### src/rtl/mpc_cfg_sequencer.sv
// mpc_cfg_sequencer: upstream control for the multi-project-chip IO selector.
// Holds the configuration word and switches it glitch-safely: blank all pad
// output-enables, drain, switch, let the selectors settle, then release pads.
module mpc_cfg_sequencer #(
  parameter int                      CFG_W         = 4,
  parameter int                      BLANK_CYCLES  = 16,
  parameter int                      SETTLE_CYCLES = 8,
  parameter logic [CFG_W-1:0]        RESET_CFG     = 4'd0,
  parameter logic [(1<<CFG_W)-1:0]   LEGAL_MASK    = 16'h000F
) (
  input  logic             wb_clk_i,
  input  logic             wb_rst_i,
  input  logic             cfg_valid,
  input  logic [CFG_W-1:0] cfg_data,
  output logic             cfg_ready,
  output logic [CFG_W-1:0] configuration,
  output logic             io_blank,
  output logic             busy,
  output logic             cfg_done,
  output logic             cfg_err,
  input  logic [37:0]      oe_in,
  output logic [37:0]      oe_out
);

  localparam int MAX_CNT = (BLANK_CYCLES > SETTLE_CYCLES) ? BLANK_CYCLES : SETTLE_CYCLES;
  localparam int CNT_W   = $clog2(MAX_CNT + 1);

  localparam logic [CNT_W-1:0] BLANK_LD  = CNT_W'(BLANK_CYCLES);
  localparam logic [CNT_W-1:0] SETTLE_LD = CNT_W'(SETTLE_CYCLES);
  localparam logic [CNT_W-1:0] CNT_ONE   = CNT_W'(1);

  typedef enum logic [1:0] {
    IDLE   = 2'd0,
    DRAIN  = 2'd1,
    SWITCH = 2'd2,
    SETTLE = 2'd3
  } state_t;

  state_t           state_q, state_d;
  logic [CNT_W-1:0] cnt_q, cnt_d;
  logic [CFG_W-1:0] cfg_q, cfg_d;
  logic [CFG_W-1:0] pending_q, pending_d;
  logic             blank_q, blank_d;
  logic             done_q, done_d;
  logic             err_q, err_d;
  logic             post_rst_q, post_rst_d;

  logic             xfer;

  // Handshake: requests are only taken in IDLE and never while reset is held.
  assign cfg_ready     = (state_q == IDLE) && !wb_rst_i;
  assign busy          = (state_q != IDLE) || wb_rst_i;
  assign xfer          = cfg_valid && cfg_ready;
  assign configuration = cfg_q;
  assign io_blank      = blank_q;
  assign cfg_done      = done_q;
  assign cfg_err       = err_q;
  assign oe_out        = oe_in & {38{~blank_q}};

  // Next-state logic: the pulses default low so each lasts exactly one cycle.
  always_comb begin
    state_d    = state_q;
    cnt_d      = cnt_q;
    cfg_d      = cfg_q;
    pending_d  = pending_q;
    blank_d    = blank_q;
    done_d     = 1'b0;
    err_d      = 1'b0;
    post_rst_d = post_rst_q;

    unique case (state_q)
      IDLE: begin
        if (xfer) begin
          if (!LEGAL_MASK[cfg_data]) begin
            err_d = 1'b1;
          end else if (cfg_data == cfg_q) begin
            done_d = 1'b1;
          end else begin
            pending_d = cfg_data;
            state_d   = DRAIN;
            cnt_d     = BLANK_LD;
            blank_d   = 1'b1;
          end
        end
      end
      DRAIN: begin
        if (cnt_q == CNT_ONE) begin
          state_d = SWITCH;
        end else begin
          cnt_d = cnt_q - CNT_ONE;
        end
      end
      SWITCH: begin
        cfg_d   = pending_q;
        cnt_d   = SETTLE_LD;
        state_d = SETTLE;
      end
      SETTLE: begin
        if (cnt_q == CNT_ONE) begin
          state_d = IDLE;
          blank_d = 1'b0;
          if (post_rst_q) begin
            post_rst_d = 1'b0;
          end else begin
            done_d = 1'b1;
          end
        end else begin
          cnt_d = cnt_q - CNT_ONE;
        end
      end
      default: begin
        state_d = SETTLE;
        cnt_d   = SETTLE_LD;
        blank_d = 1'b1;
      end
    endcase
  end

  // State registers; reset drops any in-flight request and re-runs the settle phase.
  always_ff @(posedge wb_clk_i) begin
    if (wb_rst_i) begin
      state_q    <= SETTLE;
      cnt_q      <= SETTLE_LD;
      cfg_q      <= RESET_CFG;
      pending_q  <= '0;
      blank_q    <= 1'b1;
      done_q     <= 1'b0;
      err_q      <= 1'b0;
      post_rst_q <= 1'b1;
    end else begin
      state_q    <= state_d;
      cnt_q      <= cnt_d;
      cfg_q      <= cfg_d;
      pending_q  <= pending_d;
      blank_q    <= blank_d;
      done_q     <= done_d;
      err_q      <= err_d;
      post_rst_q <= post_rst_d;
    end
  end

endmodule

### config.mk
export PLATFORM = sky130hd
export DESIGN_NAME = mpc_cfg_sequencer
export DESIGN_NICKNAME = d
export VERILOG_FILES = /design/src/rtl/mpc_cfg_sequencer.sv
export SDC_FILE = /design/constraint.sdc
export NUM_CORES = 1
export LEC_CHECK = 0
export CAP_MARGIN = 20
export CELL_PAD_IN_SITES_DETAIL_PLACEMENT = 1
export CELL_PAD_IN_SITES_GLOBAL_PLACEMENT = 2
export CORE_MARGIN = 2
export CORE_UTILIZATION = 34
export CTS_CLUSTER_DIAMETER = 50
export DETAILED_ROUTE_END_ITERATION = 6
export DONT_BUFFER_PORTS = 1
export GPL_TIMING_DRIVEN = 0
export PLACE_DENSITY_LB_ADDON = 0.1
export SETUP_SLACK_MARGIN = 0.05
export SLEW_MARGIN = 20
export SYNTH_ARGS = -nofsm -noshare
export SYNTH_HDL_FRONTEND = slang
export SYNTH_SLANG_ARGS = --single-unit
### constraint.sdc
create_clock -name wb_clk_i -period 2.45 [get_ports wb_clk_i]
set_input_delay 0.49 -clock wb_clk_i [delete_from_list [all_inputs] [get_ports wb_clk_i]]
set_output_delay 0.49 -clock wb_clk_i [all_outputs]
set_load 0.005 [all_outputs]
==> flow_summary_export.csv, run 1 <==
group,metric,value,unit
routing,wl_per_cell,16.4,microns
worst_hold_path,holdCritStartpoint,"cfg_data[1]",
synthesis,yosysUniqueCellTypes,39,
synthesis,ys.warnings.count,0,
worst_setup_path,cp.arrival,2.17,ns
sta,setup_tns,0,ns
placement,pre_cts_slack,0.393,ns
routing,first_pass_iters,3,
sta,fin_skew,0.00308,ns
placement,place.port_buffers,0,
routing,drt-met1-wl,1410,microns
worst_setup_path,r2r_cells,6,
final_layout,instances_no_fill,210,
sta,rsz0062_at_grt,"false",
synthesis,synth_flop_cell,"dfxtp_1",
worst_setup_path,start_kind,"register",
worst_hold_path,min_to,"pending_q[1]",
placement,gp_congestion,0.851,
routing,drtIter0Drc,11,
worst_setup_path,end_kind,"register",
die,num_rows,22,
sta,fin_ws,0.438,ns
die,core_area,3660,sq um
synthesis,synth_area_leaders,"dfxtp_1, nor2b_1, ha_1, mux2i_1, nor2_1",
power_and_ir_drop,p_seq_frac,0.356,
worst_setup_path,crit_type,"register to register",
power_and_ir_drop,p_int,739,uW
synthesis,yosysSeqAreaShare,0.292,
synthesis,synthCells,158,
routing,top_layer_used,"met4",
worst_setup_path,r2r_slack,0.44,ns
clock_tree,cts_max_level,1,
routing,drt_wl_total,3440,microns
routing,route.met3.wl,332,microns
clock_tree,cts-root-buf,"clkbuf_8",
global_route,grt.overflow.total,0,
worst_setup_path,cp_slowest_stage_delay,0.40,ns
routing,num_vias,1151,
placement,dp.cells,206,
die,io_pins,92,
final_layout,design_area,1410,sq um
worst_setup_path,critPathSlowestCell,"nor3_1",
clock_tree,tritoncts,"yes",
global_route,antenna_found_initial,0,
worst_setup_path,crit_family,"simple AND/OR/NAND/NOR gates",
die,die_h,65.9,microns
worst_setup_path,crit_buf_inv,1,
final_layout,area_delta_synth_final,8.35,%
final_layout,finalNetCount,215,
worst_hold_path,whs_path_depth,2,
power_and_ir_drop,power.share.clock,0.196,
power_and_ir_drop,cellPowerDensity,884,nW/um^2
power_and_ir_drop,p_sw,509,uW
die,start_util,0.356,
synthesis,synth_largest_area_cell,"dfxtp_1",
clock_tree,cts-resized-gates,0,
routing,viasPerCell,5.48,
sta,min_period,2.01,ns
sta,tightest_slew,0.611,ns
global_route,grt_pass1_wl,5350,microns
sta,hold_viol,0,
sta,max_freq,0.497,GHz
power_and_ir_drop,swShare,0.408,
worst_hold_path,holdCritPathClass,"input pin to register",
sta,post-route-period-util,0.821,
die,die_w,65.9,microns
clock_tree,max-clock-path-buffers,2,
routing,antenna_left,0,
clock_tree,clock_latency,0.27,ns
clock_tree,cts-hold-fix-buffers,0,
status,status,"completed",
worst_setup_path,cp_data_required_time,2.60,ns
synthesis,postSynthNetCount,210,
final_layout,nFillCells,461,
placement,placed_area,1360,sq um
clock_tree,cts_buffers,3,
final_layout,diodes,0,
synthesis,synthArstFlopShare,0,
power_and_ir_drop,combPwrFrac,0.447,
final_layout,drive_gt1_frac,0.0679,
synthesis,syn_area,1300,sq um
sta,drv_slew,0,
worst_setup_path,crit_chain,"inv_1, ha_1, nand3b_1, nor3_1, a31oi_1, mux2i_1",
clock_tree,cts_post_setup_buffers_inserted,0,
clock_tree,cts.sinks,19,
routing,wl_met2,1640,microns
worst_setup_path,path_max_fanout,7,
worst_setup_path,r2r-end,"state_q[1]",
global_route,grt_max_degree,13,
flow_run,maxCapViolCount,0,
synthesis,ys_ff_latch,19,
sta,setup_viol,0,
die,die_area,4350,sq um
global_route,track_usage,0.163,
power_and_ir_drop,ir_drop,375,uV
placement,dp_hpwl,2750,microns
global_route,grt_pass1_vias,1127,
routing,route.detailed.drc,0,
sta,slew_headroom,0.587,
clock_tree,clk_pin_slew_worst_paths,0.08,ns
sta,whs,0.358,ns
synthesis,synth_edf_count,0,
synthesis,yosysTopAreaCellShare,0.292,
worst_setup_path,r2r_start,"state_q[0]",
synthesis,avgSynthCellArea,8.25,sq um
power_and_ir_drop,p_leak,0.000524,uW
[kinds of logic after synthesis]
logic type / count (synthesis) / share of synthesized area
simple gates: 80 / 0.366
buf+inv: 17 / 0.0547
compound gates: 24 / 0.140
mux: 7 / 0.0537
flops: 19 / 0.292
fa+ha+maj: 7 / 0.0672
xor+xnor: 4 / 0.0269
[power groups by stage]
stage          Combinational (uW)  Sequential [uW]  Clock (uW)
2_1_floorplan                 456              428           0
3_3_place_gp                  546              448           0
3_5_place_dp                  560              452           0
4_1_cts                       563              444         247
5_1_grt                       639              457         266
6_report                      559              445         245
[cells in the mapped netlist (4+ instances only)]
cell type and number:
inv_1 9, ha_1 7, o21ai_0 4, clkbuf_1 7, nand2_1 7, nor2b_1 38
xnor2_1 4, a21oi_1 4, dfxtp_1 19, mux2i_1 7, nor2_1 14
[worst max path at each step]
stage | from | end | slack, ns | cells past startpoint
floorplan | state_q[0] | cnt_q[1] | 0.80 | 6
global placement | state_q[0] | state_q[0] | 0.45 | 6
detailed placement | state_q[0] | state_q[1] | 0.39 | 6
CTS | state_q[0] | state_q[1] | 0.37 | 6
global route | state_q[0] | state_q[0] | 0.19 | 6
finish | state_q[0] | state_q[1] | 0.44 | 6
[sequential cells by signal, indices dropped and copies added, names as in the netlist]
name / flops
post_rst_q: 1
pending_q: 4
state_q: 2
configuration: 4
cnt_q: 5
cfg_done: 1
io_blank: 1
cfg_err: 1
[stage by stage]
stage / power, uW / util
after floorplan: 884 / -
after global placement: 994 / 0.373
after detailed placement: 1010 / 0.373
after CTS: 1250 / 0.386
after global routing: 1360 / 0.386
final: 1250 / 0.386
[per-layer routing]
layer | global-route usage | up-vias
met4 | 0.0703 | 0
met3 | 0.0460 | 4
met2 | 0.283 | 63
li1 | - | 549
met1 | 0.186 | 535
met5 | 0 | -
[cell type report]
class	count	area [sq um]	area share
Tap cell	48	60.1	0.0425
Inverter	9	33.8	0.0239
Clock buffer	3	41.3	0.0292
Clock inverter	1	7.51	0.00531
Buffer	8	37.5	0.0266
Sequential cell	19	380	0.269
Multi-Input combinational cell	122	852	0.603
[cell usage in the layout, fill, tap and decap left out, types with 2 or more instances in the layout]
cell type,instances
nor2b_1,38
dfxtp_1,19
nor2_1,14
inv_1,9
clkbuf_1,7
mux2i_1,7
nand2_1,7
ha_1,7
xnor2_1,4
o21ai_0,4
a21oi_1,4
o211ai_1,3
nor3_1,3
nand3_1,3
clkbuf_8,3
and4_1,2
nor3b_1,2
o22ai_1,2
o211a_1,2
(Power assumes the default switching activity.)
==> run 2: changes to the inputs <==
--- a/config.mk
+++ b/config.mk
@@ -9,7 +9,7 @@
 export CELL_PAD_IN_SITES_DETAIL_PLACEMENT = 1
 export CELL_PAD_IN_SITES_GLOBAL_PLACEMENT = 2
 export CORE_MARGIN = 2
-export CORE_UTILIZATION = 34
+export CORE_UTILIZATION = 31
 export CTS_CLUSTER_DIAMETER = 50
 export DETAILED_ROUTE_END_ITERATION = 6
 export DONT_BUFFER_PORTS = 1
==> constraint.sdc (replaced) <==
create_clock -name wb_clk_i -period 2.1 [get_ports wb_clk_i]
set_input_delay 0.42 -clock wb_clk_i [delete_from_list [all_inputs] [get_ports wb_clk_i]]
set_output_delay 0.42 -clock wb_clk_i [all_outputs]
set_load 0.005 [all_outputs]
==> flow_summary_export.csv, run 2 (same netlist as run 1, synthesis figures left out) <==
group,metric,value,unit
worst_setup_path,cp_data_required_time,2.29,ns
clock_tree,max-clock-path-buffers,2,
global_route,track_usage,0.160,
final_layout,largest_register_ffs,5,
die,io_pins,92,
clock_tree,cts_max_level,1,
status,status,"completed",
power_and_ir_drop,ir_drop,379,uV
routing,num_vias,1129,
sta,fin_ws,0.205,ns
worst_setup_path,path_depth,6,
clock_tree,cts-root-buf,"clkbuf_8",
power_and_ir_drop,power,1450,uW
sta,whs,0.299,ns
global_route,grt_pass1_vias,1075,
sta,post-route-period-util,0.902,
routing,route.detailed.drc,0,
worst_setup_path,cp.arrival,2.08,ns
sta,min_period,1.90,ns
placement,place.port_buffers,0,
sta,setup_tns,0,ns
die,core_area,4030,sq um
die,die_area,4740,sq um
sta,max_freq,0.528,GHz
placement,dp_hpwl,3220,microns
global_route,grt.overflow.total,0,
routing,antenna_left,0,
final_layout,diodes,0,
power_and_ir_drop,combPwrFrac,0.457,
routing,first_pass_iters,4,
sta,drv_slew,0,
sta,fin_skew,0.00502,ns
die,start_util,0.324,
worst_hold_path,holdCritPathClass,"input pin to register",
sta,slew_headroom,0.636,
worst_hold_path,whs_path_depth,2,
global_route,grt_pass1_wl,5360,microns
worst_setup_path,cp_slowest_stage_delay,0.45,ns
final_layout,finish.utilization,0.353,
worst_setup_path,critPathSlowestCell,"dfxtp_1",
worst_setup_path,path_max_fanout,8,
clock_tree,clock_latency,0.26,ns
worst_setup_path,crit_buf_inv,1,
sta,tightest_slew,0.539,ns
routing,drtIter0Drc,22,
global_route,grt_max_degree,13,
power_and_ir_drop,p_leak,0.000523,uW
routing,wl_per_cell,18.7,microns
final_layout,layout_commonest_cell,"nor2b_1",
sta,hold_viol,0,
worst_setup_path,crit_family,"flip-flops",
clock_tree,clk_pin_slew_worst_paths,0.08,ns
global_route,antenna_found_initial,0,
worst_setup_path,crit_chain,"ha_1, or2_2, clkbuf_1, nand2_1, a31oi_1, mux2i_1",
final_layout,nFillCells,488,
final_layout,area_delta_synth_final,9.12,%
placement,pre_cts_slack,0.0908,ns
final_layout,finalNetCount,215,
worst_setup_path,end_kind,"register",
power_and_ir_drop,p_seq_frac,0.356,
routing,drt_wl_total,3960,microns
clock_tree,tritoncts,"yes",
power_and_ir_drop,cellPowerDensity,1020,nW/um^2
power_and_ir_drop,p_sw,590,uW
sta,rsz0062_at_grt,"true",
worst_setup_path,r2r_cells,6,
power_and_ir_drop,power.share.clock,0.188,
power_and_ir_drop,swShare,0.406,
final_layout,layout_common_cells,"nor2b_1, dfxtp_1, nor2_1, inv_1",
sta,setup_viol,0,
die,die_w,68.9,microns
clock_tree,cts_buffers,3,
die,die_h,68.9,microns
worst_setup_path,start_kind,"register",
power_and_ir_drop,p_int,864,uW
final_layout,drive_gt1_frac,0.0802,
flow_run,maxCapViolCount,0,
placement,gp_congestion,0.756,
final_layout,top_register,"cnt_q",
worst_setup_path,crit_type,"register to register",
routing,viasPerCell,5.33,
die,num_rows,23,
clock_tree,cts.sinks,19,
==> run 2: cell count changes in the layout (fill, tap and decap cells not counted) <==
cell and change:
nor3_1 -1, nor3_2 +1, ha_1 -1, ha_2 +1
==> run 2: what timing repair did <==
action | 4_1_cts | 5_1_grt
buffers inserted | 0 | 0
gates resized for setup | 0 | 2
hold buffers | 0 | 0
setup endpoints to repair | 0 | 4
==> run 2: cell type report <==
class	instances	area [sq um]	share of cell area
inverters	9	33.8	0.0237
clock buffers	3	41.3	0.0290
multi-input cells	122	860	0.604
clock inverters	1	7.51	0.00528
well taps	50	62.6	0.0440
plain buffers	8	37.5	0.0264
flip-flops and latches	19	380	0.267
==> run 2: through the flow <==
stage | instance area (sq um) | std cells
2_1_floorplan | 1300 | 158
3_3_place_gp | 1370 | 208
3_5_place_dp | 1370 | 208
4_1_cts | 1420 | 212
5_1_grt | 1420 | 212
6_report | 1420 | 212
==> run 2: worst paths after layout <==
| path | start | endpoint | slack (ns) |
|---|---|---|---|
| worst min-delay path | cfg_data[0] | pending_q[0] | 0.30 |
| worst max-delay path | state_q[0] | state_q[1] | 0.20 |
| worst min register to register | post_rst_q | post_rst_q | 0.46 |
| worst max register to register | state_q[0] | state_q[1] | 0.20 |
==> run 2: power groups by stage <==
| stage | clock (uW) | combinational [uW] | sequential [uW] |
|---|---|---|---|
| 2_1_floorplan | 0 | 532 | 499 |
| 3_3_place_gp | 0 | 648 | 522 |
| 3_5_place_dp | 0 | 664 | 525 |
| 4_1_cts | 280 | 667 | 517 |
| 5_1_grt | 301 | 755 | 531 |
| 6_report | 273 | 664 | 518 |
==> run 2: per-layer routing <==
layer | share of wire | up-vias | global-route usage
met1 | 0.38 | 517 | 0.168
met5 | 0 | - | 0
li1 | - | 548 | -
met3 | 0.084 | 6 | 0.0276
met2 | 0.52 | 58 | 0.309
met4 | 0.019 | 0 | 0.0711
==> run 3: changes to the inputs <==
==> constraint.sdc (replaced) <==
create_clock -name wb_clk_i -period 2.1 [get_ports wb_clk_i]
set_input_delay 0.42 -clock wb_clk_i [delete_from_list [all_inputs] [get_ports wb_clk_i]]
set_output_delay 0.42 -clock wb_clk_i [all_outputs]
set_load 0.05 [all_outputs]
==> flow_summary_export.csv, run 3 (same netlist as run 1, synthesis figures left out) <==
group,metric,value,unit
worst_setup_path,cp_data_required_time,1.68,ns
routing,viasPerCell,5.35,
power_and_ir_drop,cellPowerDensity,1080,nW/um^2
clock_tree,cts-hold-fix-buffers,0,
sta,setup_viol,3,
final_layout,area_delta_synth_final,17.3,%
worst_setup_path,crit_start,"io_blank",
clock_tree,clk_pin_slew_worst_paths,0.08,ns
final_layout,finish.utilization,0.380,
sta,hold_viol,0,
sta,fin_skew,0.00361,ns
power_and_ir_drop,p_leak,0.000551,uW
sta,fin_ws,-0.118,ns
routing,drt_wl_total,3870,microns
die,die_w,68.9,microns
sta,min_period,2.22,ns
sta,tightest_slew,0.973,ns
routing,num_vias,1128,
placement,gp_congestion,0.756,
worst_setup_path,start_kind,"register",
clock_tree,clock_latency,0.26,ns
placement,dp.cells,208,
routing,antenna_left,0,
die,core_area,4030,sq um
worst_setup_path,cp.arrival,1.80,ns
final_layout,largest_register_ffs,5,
worst_setup_path,end_kind,"output pin",
final_layout,layout_commonest_cell,"nor2b_2",
clock_tree,cts-root-buf,"clkbuf_8",
die,num_rows,23,
worst_setup_path,crit_type,"register to output pin",
final_layout,instances_no_fill,211,
routing,route.detailed.drc,0,
final_layout,top_register,"cnt_q",
placement,dp_hpwl,3220,microns
global_route,grt_pass1_wl,5370,microns
worst_setup_path,r2r_start,"state_q[1]",
final_layout,drive_gt1_frac,0.354,
global_route,antenna_found_initial,0,
clock_tree,cts_max_level,1,
clock_tree,cts_buffers,3,
sta,max_freq,0.451,GHz
placement,pre_cts_slack,0.0524,ns
power_and_ir_drop,ir_drop,406,uV
final_layout,finalNetCount,214,
status,violations,"setup timing",
status,status,"finished with violations",
die,die_area,4740,sq um
sta,setup_tns,-0.346,ns
global_route,grt_pass1_vias,1070,
sta,drv_slew,0,
final_layout,diodes,0,
global_route,track_usage,0.161,
worst_setup_path,path_max_fanout,10,
die,start_util,0.324,
routing,drtIter0Drc,16,
global_route,grt_max_degree,13,
placement,place.port_buffers,0,
worst_hold_path,holdCritStartpoint,"cfg_data[0]",
die,die_h,68.9,microns
routing,first_pass_iters,4,
sta,slew_headroom,0.350,
routing,wl_per_cell,18.3,microns
sta,rsz0062_at_grt,"true",
sta,post-route-period-util,1.06,
global_route,grt.overflow.total,0,
clock_tree,tritoncts,"yes",
final_layout,layout_common_cells,"nor2b_2, nor2_1, dfxtp_1, mux2i_1, nand2_1",
worst_hold_path,holdCritPathClass,"input pin to register",
clock_tree,cts.sinks,19,
die,io_pins,92,
clock_tree,max-clock-path-buffers,2,
flow_run,maxCapViolCount,0,
## run 3: cell count changes in the layout (fill, tap and decap cells not counted), sizes merged
cell	change
clkbuf	-4
inv	-1
buf	+3
clkinvlp	+1
## run 3: where the power goes
group	total, uW	switching (uW)	internal (uW)
Combinational	841	524	317
Clock	274	140	134
Sequential	531	95.9	435
Total	1650	760	886
## run 3: final cells by class
cell class                      instances  area (sq um)
Clock inverter                          1          7.51
Inverter                                9          37.5
Tap cell                               50          62.6
Multi-Input combinational cell        122           958
Fill cell                             466          2500
Buffer                                  7          33.8
Sequential cell                        19           388
Clock buffer                            3          41.3
## run 3: per-stage QoR
stage               area (sq um)  total power (uW)  hold slack, ns
finish                      1530              1650           0.299
global route                1530              1780           0.293
CTS                         1510              1650           0.298
detailed placement          1370              1330           0.444
global placement            1370              1310           0.433
floorplan                   1300              1170           0.423
## run 3: critical path: stages (launching register included)
cell      delay (ns)
dfxtp_2         0.43
clkbuf_1        0.28
nor2b_1         0.82
## run 3: path summary, 6_finish.rpt
check / slack (ns) / cells after the start / endpoint
setup / recovery: -0.12 / 2 / oe_out[30]
hold / removal: 0.30 / 2 / pending_q[0]
setup reg to reg: 0.33 / 6 / io_blank
hold reg to reg: 0.46 / 2 / post_rst_q
## run 3: per-layer routing
layer  track usage  wire length (microns)  vias to the layer above
met5             0                      0                        -
met4        0.0613                     52                        0
met3        0.0276                    267                        6
met2         0.315                   2080                       58
met1         0.168                   1470                      519
li1              -                      -                      545
## run 3: timing repair
| item | CTS | global route |
|---|---|---|
| setup buffers | 0 | 0 |
| resized for setup | 37 | 13 |
| endpoints found under the setup margin | 39 | 37 |
==> RTL edit (settings of run 1) <==
Set the parameter `SETTLE_CYCLES` to 16 (it was 8).
--- a/src/rtl/mpc_cfg_sequencer.sv
+++ b/src/rtl/mpc_cfg_sequencer.sv
@@ -5,5 +5,5 @@
   parameter int                      CFG_W         = 4,
   parameter int                      BLANK_CYCLES  = 16,
-  parameter int                      SETTLE_CYCLES = 8,
+  parameter int                      SETTLE_CYCLES = 16,
   parameter logic [CFG_W-1:0]        RESET_CFG     = 4'd0,
   parameter logic [(1<<CFG_W)-1:0]   LEGAL_MASK    = 16'h000F
Formal check against the unedited RTL: not equivalent (Yosys sat finds a counterexample within 10 cycles, from zero or initial values and one cycle with wb_rst_i high).
==> RTL edit against run 1 <==
- sequential power fell by 0.9%
- cell count is 6.2% lower
- worst hold slack improved by 0.036 ns
- wire length decreased by 9.8%
- power is 9.7% lower
- setup slack better by 0.011 ns
- final area down 4.2%
- synthesized area down 4.3%
- combinational power fell by 17%
- utilization shrank 1.0 points
- first-iteration DRC count grew to 2.6 times the old value
- critical path depth shrank 1
- sequential cell count stayed put
- non-clock buffer count is the same
- largest cell class unchanged
==> RTL edit: results (changes against run 1) <==
----------------------------------------------------
[Outcome]
  Run status ... finished clean (unchanged)

[Timing]
  Worst slew pin tran ... 0.455 ns (was 0.611 ns)

[Placement]
  Post-detailed-placement half-perimeter wirelength ... 2590 µm (was 2750 µm)
  Post-placement cell count ... 193 (was 206)

[Critical path]
  Worst Reg2Reg Path Length in Cells ... 7 (was 6)
  Register-to-register path setup slack ... 0.51 ns (was 0.44 ns)
  Peak fanout along the critical path ... 4 (was 7)
  Worst-path cell with the longest stage delay ... sky130_fd_sc_hd__dfxtp_1 (was sky130_fd_sc_hd__nor3_1)
  Worst endpoint data arrival time ... 1.51 ns (was 2.17 ns)
  Worst path top cell family by delay ... buffers and inverters (was simple AND/OR/NAND/NOR gates)

[Layout]
  Layout cells sized above 1 ... 8.72% (was 6.79%)
  Fill count ... 442 (was 461)

[Pwr]
  Worst supply voltage drop on vdd ... 0.287 mV (was 0.375 mV)

[Route]
  Via/cell ratio ... 5.04 (was 5.48)
  DR iter-0 viols ... 29 (was 11)
  Via count ... 992 (was 1151)

[Yosys]
  Most common library cells after synthesis ... 40 x sky130_fd_sc_hd__nor2b_1, 19 x sky130_fd_sc_hd__dfxtp_1, 18 x sky130_fd_sc_hd__nor2_1, 9 x sky130_fd_sc_hd__mux2i_1, 7 x sky130_fd_sc_hd__ha_1 (was 38 x sky130_fd_sc_hd__nor2b_1, 19 x sky130_fd_sc_hd__dfxtp_1, 14 x sky130_fd_sc_hd__nor2_1, 9 x sky130_fd_sc_hd__inv_1)
  Proportion of synthesized chip area in sequential cells ... 30.5% (was 29.2%)
  Syn avg cell area ... 8.60 µm² (was 8.25 µm²)
  Number of distinct standard cells referenced by the synthesized netlist ... 33 (was 39)

[CTS]
  Skew-Pair Late Insertion Delay ... 0.25 ns (was 0.27 ns)

[GRT]
  Global router's overall resource usage ... 14.6% (was 16.3%)
  First-pass GRT wire length ... 4770 µm (was 5350 µm)
  Number of global-route vias before repair ... 995 (was 1127)
  Largest net degree at the start of global routing ... 12 (was 13)

----------------------------------------------------
==> RTL edit: per-layer routing <==
layer / wire length [µm] / global-route usage [%] / up-vias
met5: 0 / 0 / -
li1: - / - / 480
met2: 1600 / 26.2 / 40
met4: 12 / 3.72 / 0
met3: 194 / 4.17 / 2
met1: 1300 / 17.0 / 470
==> RTL edit: cells by family after synthesis <==
group / synth area share [%]
AO/OA/AOI/OAI: 9.23
multiplexers: 7.22
AND/OR/NAND/NOR: 37.0
adder cells (fa/ha/maj): 7.02
flip-flops: 30.5
XOR/XNOR: 2.81
buffers and inverters: 6.22
==> RTL edit: worst min path at each step <==
stage / slack, ns / cells past startpoint / endpoint / from
3_3_place_gp: 0.44 / 1 / post_rst_q / post_rst_q
5_1_grt: 0.40 / 2 / cfg_err / cfg_data[2]
2_1_floorplan: 0.43 / 1 / post_rst_q / post_rst_q
3_5_place_dp: 0.45 / 1 / post_rst_q / post_rst_q
4_1_cts: 0.39 / 2 / pending_q[1] / cfg_data[1]
6_report: 0.39 / 2 / pending_q[0] / cfg_data[0]
==> RTL edit: power by group <==
| part | leakage, nW | internal [mW] | switching (mW) |
|---|---|---|---|
| clock | 0.0255 | 0.113 | 0.107 |
| combinational | 0.318 | 0.205 | 0.261 |
| sequential | 0.155 | 0.369 | 0.0722 |
| total | 0.498 | 0.687 | 0.440 |
==> RTL edit: stage by stage <==
stage / hold WS, ns / instance area, µm² / setup WS [ns]
final: 0.394 / 1350 / 0.450
after global routing: 0.403 / 1350 / 0.315
after CTS: 0.394 / 1350 / 0.429
after detailed placement: 0.453 / 1310 / 0.514
after global placement: 0.437 / 1310 / 0.586
after floorplan: 0.427 / 1250 / 0.813
==> RTL edit: layout make-up <==
| cell class | count | area (µm²) | area share [%] |
|---|---|---|---|
| Clock inverter | 1 | 5.00 | 0.370 |
| Tap cell | 48 | 60.1 | 4.44 |
| Sequential cell | 19 | 380 | 28.1 |
| Clock buffer | 3 | 41.3 | 3.05 |
| Multi-Input combinational cell | 112 | 790 | 58.3 |
| Inverter | 6 | 22.5 | 1.66 |
| Buffer | 8 | 55.1 | 4.07 |
